==> config.mk <==
export PLATFORM = sky130hd
export DESIGN_NAME = imu_spi_sequencer
export DESIGN_NICKNAME = d
export VERILOG_FILES = /design/src/rtl/imu_seq_pkg.sv /design/src/rtl/spi_sck_divider.sv /design/src/rtl/imu_spi_sequencer.sv
export SDC_FILE = /design/constraint.sdc
export NUM_CORES = 1
export LEC_CHECK = 0
export CAP_MARGIN = 5
export CORE_MARGIN = 2
export CORE_UTILIZATION = 30
export DETAILED_ROUTE_END_ITERATION = 7
export MAX_ROUTING_LAYER = met4
export SYNTH_ARGS = -nofsm -noshare
export SYNTH_HDL_FRONTEND = slang
export SYNTH_SLANG_ARGS = --single-unit
==> constraint.sdc <==
create_clock -name i_clk -period 5.6 [get_ports i_clk]
set_clock_uncertainty 0.05 [all_clocks]
set_input_delay 0.56 -clock i_clk [delete_from_list [all_inputs] [get_ports i_clk]]
set_output_delay 0.56 -clock i_clk [all_outputs]
set_load 0.01 [all_outputs]
==> src/rtl/imu_seq_pkg.sv <==
// Shared types and constants for the IMU SPI sequencer.
package imu_seq_pkg;

  typedef enum logic [2:0] {
    IDLE,
    CS_SETUP,
    SHIFT,
    CS_HOLD,
    CS_IDLE
  } state_t;

  localparam logic [7:0]  SPI_READ_BIT = 8'h80;
  localparam int unsigned BYTE_W       = 8;

endpackage

==> src/rtl/spi_sck_divider.sv <==
// Half-period tick generator: one-cycle tick every CLK_DIV cycles while enabled,
// count restarts from zero whenever the enable is low.
module spi_sck_divider #(
  parameter int unsigned CLK_DIV = 4
) (
  input  logic i_clk,
  input  logic i_rst,
  input  logic i_en,
  output logic o_tick
);

  localparam int unsigned CW = (CLK_DIV > 1) ? $clog2(CLK_DIV) : 1;

  logic [CW-1:0] r_cnt;
  logic          w_last;

  assign w_last = (r_cnt == CW'(CLK_DIV - 1));
  assign o_tick = i_en && w_last;

  always_ff @(posedge i_clk or posedge i_rst) begin
    if (i_rst) begin
      r_cnt <= '0;
    end else if (!i_en || w_last) begin
      r_cnt <= '0;
    end else begin
      r_cnt <= r_cnt + 1'b1;
    end
  end

endmodule

==> src/rtl/imu_spi_sequencer.sv <==
// Periodic SPI mode-3 burst reader that hands each sensor sample to the filter on valid/ready.
// Optional HOST_ARB_EN: defer launches to, and yield the bus to, a host master sharing it.
module imu_spi_sequencer
  import imu_seq_pkg::*;
#(
  parameter int unsigned CLK_DIV       = 4,
  parameter int unsigned SAMPLE_PERIOD = 10000,
  parameter int unsigned NUM_BYTES     = 6,
  parameter logic [7:0]  START_ADDR    = 8'h28
) (
  input  logic                        i_clk,
  input  logic                        i_rst,
  input  logic                        i_en,
  input  logic                        i_spi_miso,
  input  logic                        i_host_cs_n,
  output logic                        o_spi_sck,
  output logic                        o_spi_mosi,
  output logic                        o_spi_cs_n,
  output logic                        o_spi_oe,
  output logic [BYTE_W*NUM_BYTES-1:0] o_sample_data,
  output logic                        o_sample_valid,
  input  logic                        i_sample_ready,
  output logic                        o_overrun,
  output logic                        o_collision
);

  localparam int unsigned DW     = BYTE_W * NUM_BYTES;
  localparam int unsigned HALVES = 16 * (NUM_BYTES + 1);
  localparam int unsigned HW     = $clog2(HALVES);
  localparam int unsigned PW     = (SAMPLE_PERIOD > 1) ? $clog2(SAMPLE_PERIOD) : 1;
  localparam logic [7:0]  CMD    = SPI_READ_BIT | START_ADDR;

  state_t          r_state, w_state_d;
  logic [HW-1:0]   r_half, w_half_d;
  logic [PW-1:0]   r_period;
  logic [6:0]      r_byte;
  logic [DW-1:0]   r_rx, w_rx_next;
  logic [DW-1:0]   r_sample;
  logic            r_valid;
  logic            r_sck, r_mosi, r_cs_n, r_oe;
  logic            r_overrun, r_collision;
  logic            w_trigger, w_tick, w_div_en, w_slot_free;
  logic            w_launch, w_overrun, w_coll, w_rise, w_done;
  logic            r_pending, w_pending_d;

  assign w_trigger   = i_en && (r_period == PW'(SAMPLE_PERIOD - 1));
  assign w_slot_free = !r_valid || i_sample_ready;

  always_ff @(posedge i_clk or posedge i_rst) begin
    if (i_rst) begin
      r_period <= '0;
    end else if (!i_en || w_trigger) begin
      r_period <= '0;
    end else begin
      r_period <= r_period + 1'b1;
    end
  end

`ifdef HOST_ARB_EN
  logic r_host_s1, r_host_s2, r_discard;
  logic w_host_hi;

  assign w_host_hi = r_host_s2;

  always_ff @(posedge i_clk or posedge i_rst) begin
    if (i_rst) begin
      r_host_s1 <= 1'b1;
      r_host_s2 <= 1'b1;
      r_discard <= 1'b0;
    end else begin
      r_host_s1 <= i_host_cs_n;
      r_host_s2 <= r_host_s1;
      if (w_coll) begin
        r_discard <= 1'b1;
      end else if (w_launch) begin
        r_discard <= 1'b0;
      end
    end
  end
`else
  logic w_host_unused;
  assign w_host_unused = i_host_cs_n;
`endif

  // Held in reset across state changes forced by a collision so CS_IDLE gets a full period.
  assign w_div_en = (r_state != IDLE) && !w_coll;

  spi_sck_divider #(
    .CLK_DIV (CLK_DIV)
  ) u_div (
    .i_clk  (i_clk),
    .i_rst  (i_rst),
    .i_en   (w_div_en),
    .o_tick (w_tick)
  );

  always_comb begin
    w_state_d   = r_state;
    w_half_d    = r_half;
    w_pending_d = r_pending;
    w_launch    = 1'b0;
    w_overrun   = 1'b0;
    w_coll      = 1'b0;
    unique case (r_state)
      IDLE: begin
`ifdef HOST_ARB_EN
        if (r_pending) begin
          w_overrun = w_trigger;
          w_launch  = w_host_hi;
        end else if (w_trigger) begin
          if (!w_slot_free) begin
            w_overrun = 1'b1;
          end else if (w_host_hi) begin
            w_launch = 1'b1;
          end else begin
            w_pending_d = 1'b1;
          end
        end
`else
        if (w_trigger) begin
          if (w_slot_free) begin
            w_launch = 1'b1;
          end else begin
            w_overrun = 1'b1;
          end
        end
`endif
        if (w_launch) begin
          w_state_d   = CS_SETUP;
          w_half_d    = '0;
          w_pending_d = 1'b0;
        end
      end
      CS_SETUP: if (w_tick) w_state_d = SHIFT;
      SHIFT: begin
        if (w_tick) begin
          if (r_half == HW'(HALVES - 1)) begin
            w_state_d = CS_HOLD;
          end else begin
            w_half_d = r_half + 1'b1;
          end
        end
      end
      CS_HOLD: if (w_tick) w_state_d = CS_IDLE;
      CS_IDLE: if (w_tick) w_state_d = IDLE;
      default: w_state_d = IDLE;
    endcase
    if (r_state != IDLE) begin
      w_overrun = w_trigger;
    end
`ifdef HOST_ARB_EN
    if ((r_state inside {CS_SETUP, SHIFT, CS_HOLD}) && !w_host_hi) begin
      w_coll    = 1'b1;
      w_state_d = CS_IDLE;
    end
`endif
  end

  // Even half-periods hold SCK low; the tick ending one is the rising (sampling) edge.
  assign w_rise = (r_state == SHIFT) && w_tick && !r_half[0];
  assign w_done = (r_state == CS_IDLE) && w_tick;

  // Each completed byte enters at the top so the first byte ends up in [7:0].
  if (NUM_BYTES == 1) begin : g_rx_one
    assign w_rx_next = {r_byte, i_spi_miso};
  end else begin : g_rx_many
    assign w_rx_next = {r_byte, i_spi_miso, r_rx[DW-1:BYTE_W]};
  end

  always_ff @(posedge i_clk or posedge i_rst) begin
    if (i_rst) begin
      r_state     <= IDLE;
      r_half      <= '0;
      r_pending   <= 1'b0;
      r_byte      <= '0;
      r_rx        <= '0;
      r_sample    <= '0;
      r_valid     <= 1'b0;
      r_sck       <= 1'b1;
      r_mosi      <= 1'b0;
      r_cs_n      <= 1'b1;
      r_oe        <= 1'b0;
      r_overrun   <= 1'b0;
      r_collision <= 1'b0;
    end else begin
      r_state     <= w_state_d;
      r_half      <= w_half_d;
      r_pending   <= w_pending_d;
      r_overrun   <= w_overrun;
      r_collision <= w_coll;
      if (w_rise && (r_half >= HW'(16))) begin
        r_byte <= {r_byte[5:0], i_spi_miso};
        if (r_half[3:1] == 3'b111) begin
          r_rx <= w_rx_next;
        end
      end
`ifdef HOST_ARB_EN
      if (w_done && !r_discard) begin
`else
      if (w_done) begin
`endif
        r_sample <= r_rx;
        r_valid  <= 1'b1;
      end else if (r_valid && i_sample_ready) begin
        r_valid <= 1'b0;
      end
      r_cs_n <= !(w_state_d inside {CS_SETUP, SHIFT, CS_HOLD});
      r_sck  <= (w_state_d == SHIFT) ? w_half_d[0] : 1'b1;
      r_mosi <= ((w_state_d == SHIFT) && (w_half_d < HW'(16))) ?
                CMD[3'd7 - w_half_d[3:1]] : 1'b0;
`ifdef HOST_ARB_EN
      r_oe   <= (w_state_d != IDLE);
`else
      r_oe   <= 1'b1;
`endif
    end
  end

  assign o_spi_sck      = r_sck;
  assign o_spi_mosi     = r_mosi;
  assign o_spi_cs_n     = r_cs_n;
  assign o_spi_oe       = r_oe;
  assign o_sample_data  = r_sample;
  assign o_sample_valid = r_valid;
  assign o_overrun      = r_overrun;
  assign o_collision    = r_collision;

endmodule
# Word-level counts from Yosys, hierarchy flattened
# Memories as Yosys holds them, arrays and structs flattened.
# Index checks and enable logic that the tools add are counted.
# word_totals
regBits	135
romBits	8
out_inout_bits	55
word_cells	78
memories	1
# mem_list
memory	depth	word_bits	read_ports	rd_clocked_by_memory_dff	write_ports	line_no	source
(name not given)	8	1	1	0	0	imu_spi_sequencer.sv:210	CMD[3'd7 - w_half_d[3:1]] : 1'b0;
# classes
addsub	4
n_lt_le_gt_ge	3
n_eq_ne	11
n_mux	25
n_reduce_logical	21
# op_table
op	n
7-bit two-way mux	3
3-bit two-way mux	6
3-bit one-hot mux with 5 select lines	1
14-bit by 1-bit adder with 14-bit output, second input constant	1
14-bit == test, second input constant	1
14-bit two-way mux	1
7-bit one-hot mux with 2 select lines	1
3-bit by 2-bit == test with 1-bit output, second input constant	4
1-bit two-way mux	12
1-bit logical AND	8
7-bit by 1-bit adder with 7-bit output, second input constant	1
7-bit == test, second input constant	1
7-bit by 5-bit >= comparator with 1-bit output, second input constant	1
7-bit by 5-bit < comparator with 1-bit output, second input constant	1
3-bit by 1-bit == test with 1-bit output, second input constant	2
3-bit == test, second input constant	2
3-bit nonzero test	2
1-bit logical NOT	5
3-bit by 4-bit < comparator with 1-bit output, second input constant	1
3-bit logical NOT	1
1-bit logical OR	3
3-bit subtractor, first input constant	1
2-bit by 1-bit adder with 2-bit output, second input constant	1
2-bit == test, second input constant	1
other kinds (3)	3

# Depth between registers and ports, before layout
# Gate-level depths: netlist of run 1.
# depth
word_depth	11
mapped_depth	8

# Hierarchy
# From an unflattened synthesis of run 1, not the netlist that was laid out.
# unflattened
cells_unflattened	389
area_unflattened_um2	5417.7
# by_module_without_submodules
module	instances	cells_per_inst	area_each_um2
imu_spi_sequencer	1	382	5322.6
spi_sck_divider	1	7	95.1

# Worst setup path before layout of run 1
# No wires, ideal clock.
# synth_timing
path_kind	reg2reg
from	reg r_state[0]
to	reg r_rx[18]
setup_time_ps	125
arrival_ps	1868
setup_slack_ps	3557
path_stages_with_launch	9
synth_period_minus_slack_ps	2043
cell_sequence	dfrtp_1 buf_6 nor2_8 nand3_4 nor3_4 and4_4 buf_12 buf_12 mux2_4
# synth_between
elab_chain_cells	6
word_cells_on_any_way	7
cone_classes	eq/ne: 1; reduce/logical: 6
# synth_rtl
item	line_no	source
start, declared	imu_spi_sequencer.sv:33	state_t r_state, w_state_d;
start signal, assigned	imu_spi_sequencer.sv:186	r_state <= w_state_d;
3-bit nonzero test	imu_spi_sequencer.sv:86	assign w_div_en = (r_state != IDLE) && !w_coll;
1-bit logical AND	spi_sck_divider.sv:18	assign o_tick = i_en && w_last;
1-bit logical AND * (2 in series)	imu_spi_sequencer.sv:160	assign w_rise = (r_state == SHIFT) && w_tick && !r_half[0];
1-bit logical AND *	imu_spi_sequencer.sv:191	if (w_rise && (r_half >= HW'(16))) begin
2-bit AND reduction (no source line) *	--	
end signal, assigned	imu_spi_sequencer.sv:194	r_rx <= w_rx_next;
end, declared	imu_spi_sequencer.sv:37	logic [DW-1:0] r_rx, w_rx_next;
# Every way passes the cells marked *; elsewhere a longest branch is shown, timed or not.
# A chain may end at the register's enable or synchronous reset.

# Worst setup path after layout of run 1
# layout_timing
from	reg u_div.r_cnt[0]
to	reg r_rx[16]
# layout_between
elab_chain_cells	6
# layout_rtl
item	line_no	source
start, declared	spi_sck_divider.sv:14	logic [CW-1:0] r_cnt;
start signal, assigned	spi_sck_divider.sv:26	r_cnt <= r_cnt + 1'b1;
2-bit == test	spi_sck_divider.sv:17	assign w_last = (r_cnt == CW'(CLK_DIV - 1));
1-bit logical AND	spi_sck_divider.sv:18	
1-bit logical AND (2 in series)	imu_spi_sequencer.sv:160	
1-bit logical AND	imu_spi_sequencer.sv:191	
2-bit AND reduction (no source line)	--	
# Every way passes these cells.

==> results of run 1 <==
## worst max path at each step
| stage | start | to | cells after the start |
|---|---|---|---|
| final | u_div.r_cnt[0]$_DFF_PP0_ | r_rx[16]$_DFFE_PP0P_ | 5 |
| after global routing | u_div.r_cnt[0]$_DFF_PP0_ | r_rx[41]$_DFFE_PP0P_ | 5 |
| after floorplan | i_rst | o_overrun$_DFF_PP0_ | 1 |
| after detailed placement | u_div.r_cnt[0]$_DFF_PP0_ | r_rx[44]$_DFFE_PP0P_ | 5 |
| after CTS | u_div.r_cnt[0]$_DFF_PP0_ | r_rx[16]$_DFFE_PP0P_ | 5 |
| after global placement | u_div.r_cnt[0]$_DFF_PP0_ | r_rx[45]$_DFFE_PP0P_ | 5 |
## cells in the final DEF (no fill, tap or decap), drive strengths merged, types with 3 or more instances in the layout
master	n
dfrtp	133
mux2	103
clkdlybuf4s50	58
nor2	19
clkbuf	18
nand2	15
inv	13
nand3	11
xor2	9
nor3	8
and3	7
a21oi	6
xnor2	4
ha	4
nand2b	3
nor4b	3
nand4	3
mux2i	3
bufinv	3
o21ai	3
clkinv	3
## power groups by stage
stage	logic, W	registers [W]	clock network, W
floorplan	0.0000184	0.000997	0
finish	0.0000277	0.000979	0.00116
global placement	0.0000290	0.000997	0
detailed placement	0.0000301	0.000997	0
global route	0.0000335	0.000979	0.00124
CTS	0.0000301	0.000979	0.00120
## worst register-to-register path, cell delays in order (launching register included)
cell and delay [ps]:
dfrtp_1 350, ha_1 410, nand3_4 150, nor3_4 420, and4_4 840, mux2_2 430
## registers in the layout, indices dropped and copies added (netlist names), 2 cells and up
| name | cells |
|---|---|
| u_div.r_cnt | 2 |
| o_sample_data | 48 |
| r_rx | 48 |
| r_byte | 7 |
| r_period | 14 |
| r_state | 3 |
| r_half | 7 |
## layout make-up
cell class,count,area (um2)
Tap cell,234,293
Timing Repair Buffer,60,596
Inverter,6,27.5
Multi-Input combinational cell,230,2070
Clock buffer,18,439
Clock inverter,14,184
Fill cell,1780,11500
Sequential cell,135,3380
## cells by family after synthesis
family                   Yosys count  synth area share, %
flip-flops                       135                 60.2
multiplexers                     106                 22.5
AND/OR/NAND/NOR                   79                 8.03
AO/OA/AOI/OAI                     26                 3.19
buffers and inverters             25                 2.96
XOR/XNOR                          13                 2.03
adder cells (fa/ha/maj)            4                0.892
other                              2                0.134
## through the flow
stage / setup slack (ps) / cells / power, W
after floorplan: 1380 / 390 / 0.00102
after global placement: 2810 / 665 / 0.00103
after detailed placement: 2760 / 665 / 0.00103
after CTS: 2740 / 697 / 0.00221
after global routing: 2590 / 697 / 0.00226
final: 2830 / 697 / 0.00217
## routing by layer
metal,vias up,global-route usage (%),share of wire [%]
met2,64,17.0,46
li1,1507,-,-
met1,1686,14.4,47
met5,-,-,0
met4,0,5.58,1.8
met3,15,4.01,5.4
==> impl_metrics.tcl, run 1 <==
set metrics [dict create \
    run_status "finished clean" \
    cts.clk_slew.worst_paths_ps 50 \
    cpMaxStageDelayCell "and4_4" \
    critPathTopFamily "simple AND/OR/NAND/NOR gates" \
    gp_congestion 0.780 \
    holdWs_ps 400 \
    max_stage_delay_ps 840 \
    gr-total-overflow 0 \
    cts_hold_buf 0 \
    antenna_found_initial 0 \
    worstReg2RegEnd "r_rx[16]$_DFFE_PP0P_" \
    core_mm2 0.0185 \
    worstPathArrival_ps 3010 \
    p_per_area_mw_per_mm2 311 \
    grt_max_degree 79 \
    netlist_top_cells_area "dfrtp_1 (59%), mux2_2 (17%), mux2_4 (5.3%), xor2_1 (1.4%), nor2_1 (1.2%)" \
    worst_ep_required_time_ps 5840 \
    synth-edff-count 0 \
    ys_seq_elements 135 \
    ir_drop_uv 181 \
    synthCells 390 \
    postCtsSetupBuffers 0 \
    synth.top_cell.area_share_pct 59.3 \
    tightest_slew_ps 812 \
    rsz0062_at_grt "false" \
    cts_max_level 4 \
    dpl_cell_area_mm2 0.00636 \
    slew_headroom_pct 45.9 \
    hold_viol 0 \
    syn2layout_area_growth_pct 24.5 \
    cts_buffers 17 \
    numPortBuffers 58 \
    gr-usage-all-layers_pct 11.6 \
    netSwitchingFraction_pct 21.4 \
    internal_power_w 0.00171 \
    path_class "flop to flop" \
    ctsResizeCount 0 \
    setup-violations-final 0 \
    num_rows 50 \
    cts_tree "done" \
    fp.dieW_um 141 \
    start_util_pct 30.3 \
    ys.flop_type "dfrtp_1" \
    drt_iter0_markers 152 \
    max_clock_freq_ghz 0.361 \
    grt_pass1_wl_um 17600 \
    finalMaxSlewViolations 0 \
    grt_pass1_vias 3507 \
    power.switching_w 0.000464 \
    drt_pass1_iterations 4 \
    wl_um 10300 \
    vias 3272 \
    fin_crit_ps 2770 \
    netlist_area_mm2 0.00561 \
    r2r_setup_slack_ps 2830 \
    async_flop_share_pct 100 \
    power_leakage_nw 3.29 \
    nNetsFinal 460 \
    worstPathCellList "ha_1 -> nand3_4 -> nor3_4 -> and4_4 -> mux2_2" \
    ioPinCount 61 \
    holdPathStages 1 \
    dieArea_mm2 0.0198 \
    clk_latency_ps 420 \
    min_from "u_div.r_cnt[0]$_DFF_PP0_" \
    sequentialPowerShare_pct 45.1 \
    ys_top_cells_by_count "dfrtp_1 (133), mux2_2 (83), mux2_4 (20)" \
    ff2ff_path_depth 5 \
    cp-end-kind "flop" \
    p_comb_share_pct 1.3 \
    synthesis.nets 400 \
    postRouteAntennaNets 0 \
    r2r-start "u_div.r_cnt[0]$_DFF_PP0_" \
    critPathLaunchType "flop" \
    cts_root_buf "clkbuf_16" \
    wl_per_cell_um 14.8 \
    drive_gt1_share_pct 31.5 \
    synth_cell_types 50 \
    synth_top_cell_by_area "dfrtp_1" \
    hpwl_um 6560 \
    die_h_um 141 \
    stdcell_area_mm2 0.00699 \
    whs_endpoint "u_div.r_cnt[0]$_DFF_PP0_" \
    crit_path_max_fanout 48 \
    finalCritPeriodShare_pct 49.5 \
    hold_path.class "flop to flop" \
    final_core_utilization_pct 37.7 \
    routed_via_density 4.69 \
    crit_buf_inv 0 \
    diodes 0 \
    seq_area_frac_synth_pct 60.2 \
    drc_errors 0 \
    cts_sinks 135 \
    syn_area_per_cell_um2 14.4 \
    cap_violations 0 \
    cts.path.max_buffers 2 \
    fin_setup_tns_ps 0 \
    yosys_warnings 0 \
    yosysMostFrequentCell "dfrtp_1" \
    power_frac_clock_pct 53.6 \
]
Note: power is estimated with default switching activity, not from simulation.
==> inputs of run 2 (changes only) <==
clock period = 2.79 ns   (was 5.6 ns; I/O delays follow)
==> run 2 against run 1 <==
Against the previous run: critical path depth is 1 higher; critical path type unchanged; worst setup slack worse by 2400 ps; utilization is 0.45 points higher; final cell count is 0.86% higher; worst hold slack worse by 130 ps; first-iteration DRC count is 3.9% lower; clock power is 100% higher; global-route usage is 0.093 points higher; maximum frequency is 16% higher.
==> impl_metrics.tcl, run 2 (same netlist as run 1, synthesis figures left out) <==
set metrics [dict create \
    run_status "finished clean" \
    fin_cells 703 \
    finalCritPeriodShare_pct 85.7 \
    layout_common_cells "dfrtp_1 (133), mux2_2 (83), clkdlybuf4s50_1 (58), mux2_4 (20), nor2_1 (18)" \
    wl_um 10300 \
    mostFrequentLayoutCell "dfrtp_1" \
    ctsResizeCount 0 \
    nNetsFinal 467 \
    tightest_slew_ps 566 \
    hpwl_um 6800 \
    dieArea_mm2 0.0198 \
    cap_violations 0 \
    ir_drop_uv 360 \
    fp.dieW_um 141 \
    fin_crit_ps 2390 \
    cts.path.max_buffers 2 \
    critPathLaunchType "flop" \
    routed_via_density 4.66 \
    worst_ep_required_time_ps 3030 \
    ioPinCount 61 \
    slew_headroom_pct 62.2 \
    drc_errors 0 \
    netSwitchingFraction_pct 19.8 \
    drt_pass1_iterations 4 \
    cts_max_level 4 \
    gr-usage-all-layers_pct 11.7 \
    crit_path_max_fanout 8 \
    dpl_cell_area_mm2 0.00645 \
    antenna_found_initial 0 \
    p_comb_share_pct 1.5 \
    r2r-start "r_half[0]$_DFF_PP0_" \
    power_leakage_nw 3.32 \
    postCtsSetupBuffers 0 \
    hold_path.class "input pin to async pin" \
    stdcell_area_mm2 0.00707 \
    start_util_pct 30.3 \
    rsz0062_at_grt "false" \
    cts_hold_buf 0 \
    gr-total-overflow 0 \
    worstPathArrival_ps 2630 \
    r2r_setup_slack_ps 400 \
    holdWs_ps 265 \
    cts.clk_slew.worst_paths_ps 60 \
    gp_congestion 0.820 \
    max_clock_freq_ghz 0.418 \
    internal_power_w 0.00349 \
    setup-violations-final 0 \
    setup_slack_ps 400 \
    cts_tree "done" \
    drt_iter0_markers 146 \
    fin_setup_tns_ps 0 \
    finalMaxSlewViolations 0 \
    num_rows 50 \
    power_frac_clock_pct 53.4 \
    dpl.cell_count 672 \
    pre_cts_ws_ps 506 \
    syn2layout_area_growth_pct 26.0 \
    cts_root_buf "clkbuf_16" \
    cp-end-kind "flop" \
    sequentialPowerShare_pct 45.1 \
    ff2ff_path_depth 6 \
    numPortBuffers 58 \
    fill_cells 1734 \
    path_class "flop to flop" \
    hold_viol 0 \
    wl_per_cell_um 14.7 \
    cts_buffers 17 \
    grt_max_degree 49 \
    clk_latency_ps 410 \
    power.switching_w 0.000864 \
    postRouteAntennaNets 0 \
    drive_gt1_share_pct 32.2 \
    diodes 0 \
    grt_pass1_wl_um 17600 \
    cts_sinks 135 \
    p_per_area_mw_per_mm2 616 \
    die_h_um 141 \
    vias 3273 \
    worstReg2RegEnd "o_spi_mosi$_DFF_PP0_" \
    grt_pass1_vias 3423 \
    core_mm2 0.0185 \
]
[run 2: cell type report]
| type | instances | area, um2 | share of cell area [%] |
|---|---|---|---|
| clock buffer | 19 | 443 | 6.26 |
| multi-input combinational | 230 | 2070 | 29.2 |
| clock inverter | 12 | 175 | 2.48 |
| inverter | 6 | 26.3 | 0.372 |
| sequential | 135 | 3380 | 47.8 |
| tap | 234 | 293 | 4.14 |
| timing repair buffer | 67 | 686 | 9.70 |
[run 2: how the worst max path moves through the flow]
stage,start,to,slack [ps],depth (start not counted)
after global placement,r_half[0]$_DFF_PP0_,o_spi_mosi$_DFF_PP0_,550,6
final,r_half[0]$_DFF_PP0_,o_spi_mosi$_DFF_PP0_,400,6
after floorplan,r_state[0]$_DFF_PP0_,r_rx[18]$_DFFE_PP0P_,750,8
after detailed placement,r_half[0]$_DFF_PP0_,o_spi_mosi$_DFF_PP0_,510,6
after CTS,r_half[0]$_DFF_PP0_,o_spi_mosi$_DFF_PP0_,400,6
after global routing,r_half[0]$_DFF_PP0_,o_spi_mosi$_DFF_PP0_,250,6
[run 2: metrics by stage]
| stage | util, % | total power (W) |
|---|---|---|
| after floorplan | - | 0.00204 |
| after global placement | 34.8 | 0.00207 |
| after detailed placement | 34.8 | 0.00207 |
| after CTS | 38.2 | 0.00443 |
| after global routing | 38.2 | 0.00453 |
| final | 38.2 | 0.00436 |
[run 2: worst max-delay path: stages, from the launching register on]
cell,delay [ps]
dfrtp_1,490
ha_1,250
nand3_1,250
o31ai_1,540
o21ai_1,290
a211oi_1,330
nor3_1,70
[run 2: per-layer routing]
metal / part of all wire [%] / global-route usage (%)
met1: 48 / 14.8
met2: 45 / 16.4
met3: 5.2 / 4.52
met4: 2.0 / 5.53
met5: 0 / -
[run 2: power by group through the flow]
stage | Clock (W) | Sequential (W) | Combinational (W)
3_3_place_gp | 0 | 0.00200 | 0.0000655
5_1_grt | 0.00249 | 0.00197 | 0.0000753
2_1_floorplan | 0 | 0.00200 | 0.0000373
4_1_cts | 0.00240 | 0.00197 | 0.0000683
6_report | 0.00233 | 0.00197 | 0.0000644
3_5_place_dp | 0 | 0.00200 | 0.0000682
